===== src/rtl/mcs4_fetch_master.sv =====
// mcs4_fetch_master
//   Bus master that runs MCS-4 instruction fetch cycles. Subcycle ticks come
//   from the falling edge of clk2_pad, sampled on sysclk. Each instruction
//   cycle has eight phases, A1 A2 A3 M1 M2 X1 X2 X3, and the phase counter
//   runs whether or not a fetch is pending. A cycle is active when a request
//   was accepted in the X3 before it. An active cycle drives the 12-bit
//   address in A1..A3 and reads the opcode nibbles in M1/M2.
//
//   Optional feature macro: MCS4_FETCH_IO_EN. When it is defined, a request
//   with req_io_en=1 also drives its 8-bit I/O word in X2/X3.
//
// Ports
//   sysclk              system clock, rising edge
//   poc_pad             synchronous active-high reset
//   clk1_pad/clk2_pad   clockgen phases (only clk2 is needed for ticks)
//   sync_pad            registered, high throughout X3
//   cmrom_pad           ROM command line
//   data_in/out/oe      MCS-4 data bus
//   req_*               host fetch request (valid/ready handshake)
//   rsp_*               completed fetch: one-cycle rsp_valid with held data
module mcs4_fetch_master #(
  parameter int SYSCLK_TCY = 50
) (
  input  logic        sysclk,
  input  logic        poc_pad,
  input  logic        clk1_pad,
  input  logic        clk2_pad,
  output logic        sync_pad,
  output logic        cmrom_pad,
  input  logic [3:0]  data_in,
  output logic [3:0]  data_out,
  output logic        data_oe,
  input  logic        req_valid,
  input  logic [11:0] req_addr,
  output logic        req_ready,
  input  logic        req_io_en,
  input  logic [7:0]  req_io_data,
  output logic        rsp_valid,
  output logic [11:0] rsp_addr,
  output logic [3:0]  rsp_opr,
  output logic [3:0]  rsp_opa
);

  typedef enum logic [2:0] {
    PH_A1, PH_A2, PH_A3, PH_M1, PH_M2, PH_X1, PH_X2, PH_X3
  } phase_t;

  localparam int unused_sysclk_tcy = SYSCLK_TCY;

  phase_t      phase, phase_next;
  logic        clk2_q;
  logic        tick;
  logic        accept;
  logic        active_q;
  logic        taken_q;
  logic        pend_valid_q;
  logic [11:0] pend_addr_q;
  logic [11:0] cur_addr_q;
  logic [3:0]  opr_q;

`ifdef MCS4_FETCH_IO_EN
  logic        pend_io_en_q, cur_io_en_q;
  logic [7:0]  pend_io_data_q, cur_io_data_q;
  logic        unused_clk1;
  assign unused_clk1 = clk1_pad;
`else
  logic        unused_inputs;
  assign unused_inputs = ^{clk1_pad, req_io_en, req_io_data};
`endif

  assign tick   = clk2_q & ~clk2_pad;
  assign accept = req_valid & req_ready;

  // Phase register. Reset parks the counter in X3, so the first free sysclk
  // can already take a request.
  always_ff @(posedge sysclk) begin
    if (poc_pad) phase <= PH_X3;
    else         phase <= phase_next;
  end

  // Next phase and bus outputs. The counter steps only on a tick and wraps
  // from X3 to A1. Nothing is driven in an idle cycle. req_ready is masked
  // while reset is high, because the phase is X3 during reset.
  always_comb begin
    phase_next = phase;
    req_ready  = 1'b0;
    data_oe    = 1'b0;
    data_out   = 4'h0;
    cmrom_pad  = 1'b0;
    if (tick) phase_next = phase_t'(phase + 3'd1);
    req_ready = (phase == PH_X3) && !taken_q && !poc_pad;
    if (active_q) begin
      case (phase)
        PH_A1: begin data_oe = 1'b1; data_out = cur_addr_q[3:0]; end
        PH_A2: begin data_oe = 1'b1; data_out = cur_addr_q[7:4]; end
        PH_A3: begin data_oe = 1'b1; data_out = cur_addr_q[11:8]; cmrom_pad = 1'b1; end
`ifdef MCS4_FETCH_IO_EN
        PH_X2: if (cur_io_en_q) begin
          data_oe = 1'b1; data_out = cur_io_data_q[7:4]; cmrom_pad = 1'b1;
        end
        PH_X3: if (cur_io_en_q) begin
          data_oe = 1'b1; data_out = cur_io_data_q[3:0];
        end
`endif
        default: ;
      endcase
    end
  end

  // Request latch and response path. An accepted request waits in the
  // pending registers until the tick that ends X3. It then becomes the
  // current cycle, so the X2/X3 I/O word of the running cycle is never
  // overwritten. A request accepted on that same tick edge goes straight in.
  // OPR is held internally and published together with OPA, so the rsp_*
  // outputs change only when rsp_valid pulses.
  always_ff @(posedge sysclk) begin
    if (poc_pad) begin
      clk2_q       <= 1'b0;
      active_q     <= 1'b0;
      taken_q      <= 1'b0;
      pend_valid_q <= 1'b0;
      pend_addr_q  <= 12'h000;
      cur_addr_q   <= 12'h000;
      opr_q        <= 4'h0;
      sync_pad     <= 1'b1;
      rsp_valid    <= 1'b0;
      rsp_addr     <= 12'h000;
      rsp_opr      <= 4'h0;
      rsp_opa      <= 4'h0;
`ifdef MCS4_FETCH_IO_EN
      pend_io_en_q   <= 1'b0;
      cur_io_en_q    <= 1'b0;
      pend_io_data_q <= 8'h00;
      cur_io_data_q  <= 8'h00;
`endif
    end else begin
      clk2_q    <= clk2_pad;
      sync_pad  <= (phase_next == PH_X3);
      rsp_valid <= 1'b0;
      if (accept) begin
        pend_valid_q <= 1'b1;
        pend_addr_q  <= req_addr;
        taken_q      <= 1'b1;
`ifdef MCS4_FETCH_IO_EN
        pend_io_en_q   <= req_io_en;
        pend_io_data_q <= req_io_data;
`endif
      end
      if (tick) begin
        case (phase)
          PH_M1: if (active_q) opr_q <= data_in;
          PH_M2: if (active_q) begin
            rsp_valid <= 1'b1;
            rsp_addr  <= cur_addr_q;
            rsp_opr   <= opr_q;
            rsp_opa   <= data_in;
          end
          PH_X3: begin
            active_q     <= pend_valid_q | accept;
            cur_addr_q   <= accept ? req_addr : pend_addr_q;
            pend_valid_q <= 1'b0;
            taken_q      <= 1'b0;
`ifdef MCS4_FETCH_IO_EN
            cur_io_en_q   <= accept ? req_io_en : pend_io_en_q;
            cur_io_data_q <= accept ? req_io_data : pend_io_data_q;
`endif
          end
          default: ;
        endcase
      end
    end
  end

endmodule


===== config.mk =====
export PLATFORM = sky130hd
export DESIGN_NAME = mcs4_fetch_master
export DESIGN_NICKNAME = d
export VERILOG_FILES = /design/src/rtl/mcs4_fetch_master.sv
export SDC_FILE = /design/constraint.sdc
export NUM_CORES = 1
export LEC_CHECK = 0
export BUFFER_PORTS_ARGS = -buffer_cell sky130_fd_sc_hd__buf_4
export CELL_PAD_IN_SITES_DETAIL_PLACEMENT = 0
export CELL_PAD_IN_SITES_GLOBAL_PLACEMENT = 1
export CORE_ASPECT_RATIO = 0.8
export CORE_MARGIN = 8
export CORE_UTILIZATION = 37
export CTS_BUF_LIST = sky130_fd_sc_hd__clkbuf_2
export DETAILED_ROUTE_END_ITERATION = 7
export PLACE_DENSITY_LB_ADDON = 0.15
export RECOVER_POWER = 50
export SLEW_MARGIN = 0
export SYNTH_ARGS = -nofsm -noshare
export SYNTH_HDL_FRONTEND = slang
export SYNTH_SLANG_ARGS = --single-unit

===== constraint.sdc =====
create_clock -name sysclk -period 1.7 [get_ports sysclk]
set_clock_uncertainty 0.1 [all_clocks]
set_input_delay 0.17 -clock sysclk [delete_from_list [all_inputs] [get_ports sysclk]]
set_output_delay 0.17 -clock sysclk [all_outputs]
set_load 0.005 [all_outputs]

==> impl_metrics.ini, run 1 <==
[run_status]
status = complete, but fails checks
violations = setup timing

[grt]
grt_max_degree = 44
antenna_found_initial = 0
grt_pass1_wl_um = 9300
track_usage_pct = 13.1
grt_pass1_vias = 1787
grt-ovfl-total = 0

[worst_setup_path]
required_ps = 1430
critical_path_class = reg2out
start_kind = flip-flop
rr_worst_depth = 7
worstReg2RegEnd = sync_pad$_SDFF_PP1_
critPathMaxFanout = 4
path_common_cell = buf_6
cp-end-kind = output pin
crit_start = phase[1]$_SDFF_PP1_
slowest_stage = dfxtp_2
path_cells = buf_6 -> inv_4 -> ha_4 -> buf_6 -> a222oi_1 -> nor2_1 -> buf_4
max_stage_delay_ps = 370
worstPathArrival_ps = 1850
r2r_slack_ps = -120
reg2reg_from = phase[0]$_SDFF_PP1_

[final_layout]
fillerInstances = 549
final_area_sq_um = 3480
antenna_cells = 0
multi_input_area_sq_um = 1280
layout-drive-gt1-share_pct = 36.8
finalNetCount = 354
regArea_sq_um = 1140
areaGrowthSynthToFinish_pct = 51.4

[synthesis]
syn_inst = 234
synth_fp_nets = 270
synth_area_sq_um = 2300
ys_seq_area_share_pct = 49.6
avgSynthCellArea_sq_um = 9.83
yosys_warnings = 0
ys_types = 32
synth_top_area_share_pct = 49.6
ys_ff_latch = 57
yosys.area.top_type = dfxtp_1
synthTopCellsByArea = dfxtp_1, mux2i_1, nand2_1, nor2_1, a211oi_1

[min_path]
hold_path_end = pend_addr_q[10]$_SDFF_PP0_
holdPathStages = 3
min_from = poc_pad
hold_path_class = in2reg

[clock_tree]
worstSkewPairLatency_ps = 450
root_buffer = clkbuf_2
cts_tree = built
clkTransAtPathRegs_ps = 150
htree_levels = 3
clock_sinks = 57
clock_path_buffers = 2
numCtsBuffers = 9

[drt]
final_antenna_net_count = 0
wl_per_cell_um = 14.9
drc = 0
vias = 1927
routed_via_density = 4.77
firstDrtPassIters = 4
routed_wl_um = 6010
drtIter0Drc = 74

[sta]
finalHoldViolations = 0
max_freq_mhz = 473
worst-slew-pin-transition_ps = 443
whs_ps = 161
finalWorstSetupSlack_ps = -415
finalSetupViolations = 36
post-route-min-period_ps = 2120
maxSlewViolCount = 0
max_slew_margin_pct = 70.4
tns_ps = -4030
post-route-period-util_pct = 124
rsz0062_at_grt = true

[floorplan]
fp-row-count = 25
die-area_sq_um = 9010
core_sq_um = 5970
dieHeight_um = 86.5
start_util_pct = 38.5
ioPinCount = 59
die_x_um = 104

[place]
port_buffers = 48
placed_area_sq_um = 2800
dp_hpwl_um = 3760
place_congestion = 0.782

[job]
maxCapViolCount = 0

[power]
power_density_nw_per_um2 = 751
power.leakage_nw = 1.36
vdd_ir_drop_max_mv = 0.505
## area by class of cell
| class | count | share of cell area [%] |
|---|---|---|
| Sequential cell | 57 | 32.8 |
| Multi-Input combinational cell | 157 | 36.8 |
| Timing Repair Buffer | 89 | 24.1 |
| Tap cell | 81 | 2.91 |
| Clock inverter | 6 | 1.40 |
| Inverter | 4 | 0.503 |
| Clock buffer | 10 | 1.44 |
## synth_stat cells
cell / count
nand4b_1: 1
dfxtp_1: 57
nand2b_1: 1
nand3_1: 1
mux2i_1: 37
o311ai_0: 1
nor2_1: 36
o21ai_0: 1
a222oi_1: 4
a211oi_1: 13
xnor2_1: 1
a22oi_1: 1
a31oi_1: 1
clkbuf_1: 5
buf_4: 1
or3_1: 1
and4bb_2: 1
nand2_1: 42
clkinv_1: 1
inv_1: 3
and3_1: 1
nor3b_1: 1
ha_1: 6
buf_8: 1
a21oi_1: 1
buf_6: 2
clkbuf_8: 4
o211a_1: 1
and3b_1: 1
buf_2: 3
nor3_1: 3
nor2b_1: 1
## critical path, delay by kind of cell (launching register included)
kind                     cells  cell delay, ps
flip-flops                   1             370
adder cells (fa/ha/maj)      1             160
AND/OR/NAND/NOR              1             110
buffers and inverters        4             420
AO/OA/AOI/OAI                1             350
## sequential cells by signal, summed over array words and instances, names as in the netlist
signal,flops
pend_valid_q,1
active_q,1
rsp_opr,4
phase,3
rsp_opa,4
clk2_q,1
rsp_addr,12
rsp_valid,1
sync_pad,1
opr_q,4
pend_addr_q,12
taken_q,1
cur_addr_q,12
## metrics by stage
step	cells	setup WS [ps]	utilization [%]	total power [mW]
floorplan	234	0.510	-	1.59
global placement	363	-112	46.9	1.68
detailed placement	363	-127	46.9	1.69
CTS	400	-424	54.2	2.59
global route	404	-549	58.3	2.76
finish	404	-415	58.3	2.62
## repair_timing
action,CTS,global route
endpoints found under the setup margin,33,42
setup buffers,3,2
hold buffers,17,0
endpoints found under the hold margin,33,0
pin swaps,16,12
cloned,1,2
resized for setup,30,29
## routing by layer
metal	up-vias	share of wire (%)	GRT usage, %
met5	-	0	0
met3	6	5.5	5.19
li1	977	-	-
met2	52	47	19.5
met1	892	47	16.8
met4	0	0.88	4.72
## how the worst max path moves through the flow
stage / endpoint / slack [ps] / cells past startpoint
floorplan: cur_addr_q[10]$_SDFFE_PP0P_ / 0.5 / 7
global placement: cur_addr_q[2]$_SDFFE_PP0P_ / -110 / 6
detailed placement: cur_addr_q[2]$_SDFFE_PP0P_ / -130 / 6
CTS: data_out[2] / -420 / 7
global route: data_out[0] / -550 / 7
finish: data_out[2] / -420 / 7
## cells by family (layout without fill, tap and decap cells)
family | after synthesis | in the layout | synth area share (%)
AND/OR/NAND/NOR | 90 | 90 | 16.3
flip-flops | 57 | 57 | 49.6
multiplexers | 37 | 37 | 16.1
AO/OA/AOI/OAI | 23 | 23 | 7.83
buffers and inverters | 20 | 109 | 6.47
adder cells (fa/ha/maj) | 6 | 6 | 3.26
XOR/XNOR | 1 | 1 | 0.381
## power breakdown
part           switching, mW  internal, mW  total (mW)
combinational          0.177         0.227       0.404
clock                  0.468         0.323       0.792
sequential            0.0391          1.38        1.42
total                  0.685          1.93        2.62
## cell usage in the layout, fill, tap and decap left out, drive strengths merged
cell type and instances:
a211oi 13, a21oi 1, a222oi 4, a22oi 1, a31oi 1, and3 1, and3b 1, and4bb 1
buf 69, bufinv 1, clkbuf 13, clkinv 6, dfxtp 57, dlygate4sd3 17, ha 6, inv 3
mux2i 37, nand2 42, nand2b 1, nand3 1, nand4b 1, nor2 36, nor2b 1, nor3 3
nor3b 1, o211a 1, o21ai 1, o311ai 1, or3 1, xnor2 1
No activity file was read; power rests on OpenSTA's default activity.
==> inputs of run 2 (changes only) <==
Settings changed: RECOVER_POWER 50 to not set.
==> impl_metrics.ini, run 2 (synthesized netlist as in run 1, its figures left out) <==
[place]
port_buffers = 48
placed_area_sq_um = 2800
dp.cells = 363
dp_hpwl_um = 3760
place_congestion = 0.782

[drt]
vias = 1927
final_antenna_net_count = 0
routed_wl_um = 6010
wl_per_cell_um = 14.9
drc = 0
firstDrtPassIters = 4
drtIter0Drc = 74
routed_via_density = 4.77

[min_path]
min_from = poc_pad
hold_path_end = pend_addr_q[10]$_SDFF_PP0_
hold_path_class = in2reg
holdPathStages = 3

[sta]
rsz0062_at_grt = true
post-route-min-period_ps = 2120
finalWorstSetupSlack_ps = -415
finalHoldViolations = 0
post-route-period-util_pct = 124
worst-slew-pin-transition_ps = 443
max_slew_margin_pct = 70.4
maxSlewViolCount = 0
max_freq_mhz = 473
finalSetupViolations = 36

[grt]
grt_pass1_vias = 1787
track_usage_pct = 13.1
grt_max_degree = 44
grt_pass1_wl_um = 9300
antenna_found_initial = 0
grt-ovfl-total = 0

[worst_setup_path]
rr_worst_depth = 7
cp-end-kind = output pin
required_ps = 1430
start_kind = flip-flop
reg2reg_from = phase[0]$_SDFF_PP1_
r2r_slack_ps = -120
critical_path_class = reg2out
critPathMaxFanout = 4
worstPathArrival_ps = 1850
worstReg2RegEnd = sync_pad$_SDFF_PP1_

[final_layout]
antenna_cells = 0
layout-drive-gt1-share_pct = 36.8
final_area_sq_um = 3480
layout_common_cells = buf_4, dfxtp_1, nand2_1, nor2_1, mux2i_1
finalNetCount = 354
fillerInstances = 549
areaGrowthSynthToFinish_pct = 51.4
reg_top3 = cur_addr_q (12), pend_addr_q (12), rsp_addr (12)
fin_cells = 404
final_common_cell = buf_4

[clock_tree]
clock_sinks = 57
root_buffer = clkbuf_2
numCtsBuffers = 9
clkTransAtPathRegs_ps = 150
clock_path_buffers = 2
worstSkewPairLatency_ps = 450
cts_tree = built
htree_levels = 3

[power]
power_mw = 2.62
power_density_nw_per_um2 = 751
vdd_ir_drop_max_mv = 0.505
power.leakage_nw = 1.36

[floorplan]
start_util_pct = 38.5
ioPinCount = 59
die-area_sq_um = 9010
core_sq_um = 5970
die_x_um = 104
dieHeight_um = 86.5
fp-row-count = 25

[job]
maxCapViolCount = 0

[run_status]
violations = setup timing
status = complete, but fails checks
-- run 2: cell types whose count changed in the layout (fill, tap and decap cells not counted) --
cell      previous run  this run
clkbuf_4             1         0
buf_4               58        59
-- run 2: layout make-up --
cell class | instances | area (sq um) | share of cell area [%]
inverters | 4 | 17.5 | 0.503
multi-input cells | 157 | 1280 | 36.8
repair buffers | 89 | 838 | 24.1
well taps | 81 | 101 | 2.91
flip-flops and latches | 57 | 1140 | 32.8
clock buffers | 10 | 50.0 | 1.44
clock inverters | 6 | 48.8 | 1.40
-- run 2: critical path, stage by stage (launching register included) --
cell and delay (ps):
dfxtp_2 370, buf_6 110, inv_4 40, ha_4 160, buf_6 120, a222oi_1 350, nor2_1 110, buf_4 150
-- run 2: worst max-delay path by stage --
stage | cells past startpoint | startpoint | slack [ps] | end
after floorplan | 7 | phase[0]$_SDFF_PP1_ | 0.5 | cur_addr_q[10]$_SDFFE_PP0P_
after global placement | 6 | phase[0]$_SDFF_PP1_ | -110 | cur_addr_q[2]$_SDFFE_PP0P_
after detailed placement | 6 | phase[0]$_SDFF_PP1_ | -130 | cur_addr_q[2]$_SDFFE_PP0P_
after CTS | 7 | phase[1]$_SDFF_PP1_ | -420 | data_out[2]
after global routing | 7 | phase[1]$_SDFF_PP1_ | -550 | data_out[0]
final | 7 | phase[1]$_SDFF_PP1_ | -420 | data_out[2]
-- run 2: per-layer routing --
layer	GRT usage, %	wire, um	vias up
li1	-	-	977
met1	16.8	2820	892
met2	19.5	2810	52
met3	5.19	328	6
met4	4.72	53	0
met5	0	0	-
-- run 2: power breakdown --
| part | switching [mW] | internal [mW] | total (mW) |
|---|---|---|---|
| clock | 0.468 | 0.323 | 0.792 |
| combinational | 0.177 | 0.227 | 0.405 |
| sequential | 0.0391 | 1.38 | 1.42 |
| total | 0.685 | 1.93 | 2.62 |
-- run 2: per-stage QoR --
step	hold slack [ps]	worst slack [ps]	util (%)	TNS, ps
2_1_floorplan	198	0.510	-	0
3_3_place_gp	303	-112	46.9	-635
3_5_place_dp	308	-127	46.9	-1380
4_1_cts	83.4	-424	54.2	-2900
5_1_grt	118	-549	58.3	-6720
6_report	161	-415	58.3	-4030
-- run 2: what timing repair did --
action	in CTS	in global routing
setup endpoints to repair	33	42
pin swaps	16	12
setup buffers	3	2
hold buffers	17	0
cloned	1	2
endpoints found under the hold margin	33	0
gates resized for setup	30	29
==> inputs of run 3 (changes only) <==
Settings changed: ABC_CLOCK_PERIOD_IN_PS set to 1700, CORE_ASPECT_RATIO 0.8 to not set, MAX_ROUTING_LAYER set to met4.
==> impl_metrics.ini, run 3 (synthesized netlist as in run 1, its figures left out) <==
[run_status]
status = complete, but fails checks
violations = setup timing

[sta]
finalSetupViolations = 32
worst-slew-pin-transition_ps = 431
post-route-min-period_ps = 2130
max_freq_mhz = 470
post-route-period-util_pct = 125
finalHoldViolations = 0
max_slew_margin_pct = 71.3
rsz0062_at_grt = true
maxSlewViolCount = 0
finalWorstSetupSlack_ps = -428

[floorplan]
fp-row-count = 28
core_sq_um = 5960
die-area_sq_um = 8990
ioPinCount = 59
dieHeight_um = 94.8
die_x_um = 94.8
start_util_pct = 38.6

[clock_tree]
htree_levels = 3
cts_tree = built
numCtsBuffers = 9
clock_path_buffers = 2
clkTransAtPathRegs_ps = 200
worstSkewPairLatency_ps = 470
clock_sinks = 57
root_buffer = clkbuf_2

[min_path]
hold_path_class = in2reg

[grt]
grt_pass1_wl_um = 9370
grt-ovfl-total = 0
track_usage_pct = 13.9
antenna_found_initial = 0
grt_max_degree = 44
grt_pass1_vias = 1978

[drt]
wl_met3_um = 340
met1_length_um = 2580
drc = 0
vias = 1875
routed_wl_um = 5620
dr_wl_met2_um = 2560
routed_via_density = 4.73
routed.top_layer = met4
final_antenna_net_count = 0
drtIter0Drc = 117
firstDrtPassIters = 4
wl_per_cell_um = 14.2

[final_layout]
final_common_cell = buf_4
antenna_cells = 0
fin_cells = 396
final_area_sq_um = 3440
areaGrowthSynthToFinish_pct = 49.5
finalNetCount = 352
reg_top3 = cur_addr_q (12), pend_addr_q (12), rsp_addr (12)
fillerInstances = 556
final_core_util_pct = 57.7
layout_common_cells = buf_4, dfxtp_1, nand2_1, nor2_1, mux2i_1
layout-drive-gt1-share_pct = 38.0

[power]
power_density_nw_per_um2 = 784
power.leakage_nw = 1.33
vdd_ir_drop_max_mv = 0.527

[job]
maxCapViolCount = 0

[worst_setup_path]
max_stage_delay_ps = 420
required_ps = 1430
path_buf_inv = 3
slowest_stage = a222oi_1
cp-end-kind = output pin
path_cells = inv_4 -> ha_4 -> buf_6 -> a222oi_1 -> nor2_1 -> buf_4
worstPathArrival_ps = 1860
crit_family = compound AO/OA/AOI/OAI gates
critPathMaxFanout = 4
critical_path_class = reg2out
start_kind = flip-flop

[place]
placed_area_sq_um = 2790
dp_hpwl_um = 3580
port_buffers = 48
place_congestion = 0.914
dp.cells = 358
pre_cts_ws_ps = -193
## run 3: worst min-delay path, cell delays in order
cell and delay (ps):
buf_4 110, buf_4 250, nor2_1 130
## run 3: through the flow
stage	hold slack, ps	TNS [ps]	power (mW)
floorplan	198	0	1.59
global placement	303	-1050	1.68
detailed placement	314	-1520	1.68
CTS	57.4	-2880	2.67
global route	110	-5090	2.83
finish	104	-3040	2.69
## run 3: worst paths after layout
check	cells past startpoint	slack, ps	from	to
setup reg to reg	7	-80	phase[1]$_SDFF_PP1_	cur_addr_q[8]$_SDFFE_PP0P_
hold / removal	3	100	poc_pad	opr_q[2]$_SDFFE_PP0P_
setup / recovery	6	-430	phase[0]$_SDFF_PP1_	data_out[0]
hold reg to reg	2	370	rsp_addr[11]$_SDFFE_PP0P_	rsp_addr[11]$_SDFFE_PP0P_
## run 3: layer usage
| layer | up-vias | GRT usage, % |
|---|---|---|
| li1 | 970 | - |
| met5 | - | - |
| met3 | 13 | 3.33 |
| met1 | 840 | 16.5 |
| met2 | 52 | 20.9 |
| met4 | 0 | 8.06 |
## run 3: area by class of cell
| type | count | area, sq um | share of cell area, % |
|---|---|---|---|
| multi-input combinational | 157 | 1280 | 37.4 |
| clock inverter | 7 | 70.1 | 2.04 |
| sequential | 57 | 1150 | 33.5 |
| tap | 75 | 93.8 | 2.73 |
| clock buffer | 9 | 45.0 | 1.31 |
| timing repair buffer | 87 | 776 | 22.6 |
| inverter | 4 | 17.5 | 0.510 |
## run 3: report_power, final
group	internal, mW	switching (mW)	leakage, nW
combinational	0.221	0.173	0.804
sequential	1.38	0.0389	0.462
clock	0.335	0.544	0.0620
## run 3: timing repair
item | 4_1_cts | 5_1_grt
pin swaps | 17 | 3
gates resized for setup | 40 | 22
gates cloned | 1 | 0
hold endpoints to repair | 33 | 0
hold buffers | 17 | 0
setup buffers | 3 | 1
endpoints found under the setup margin | 33 | 35
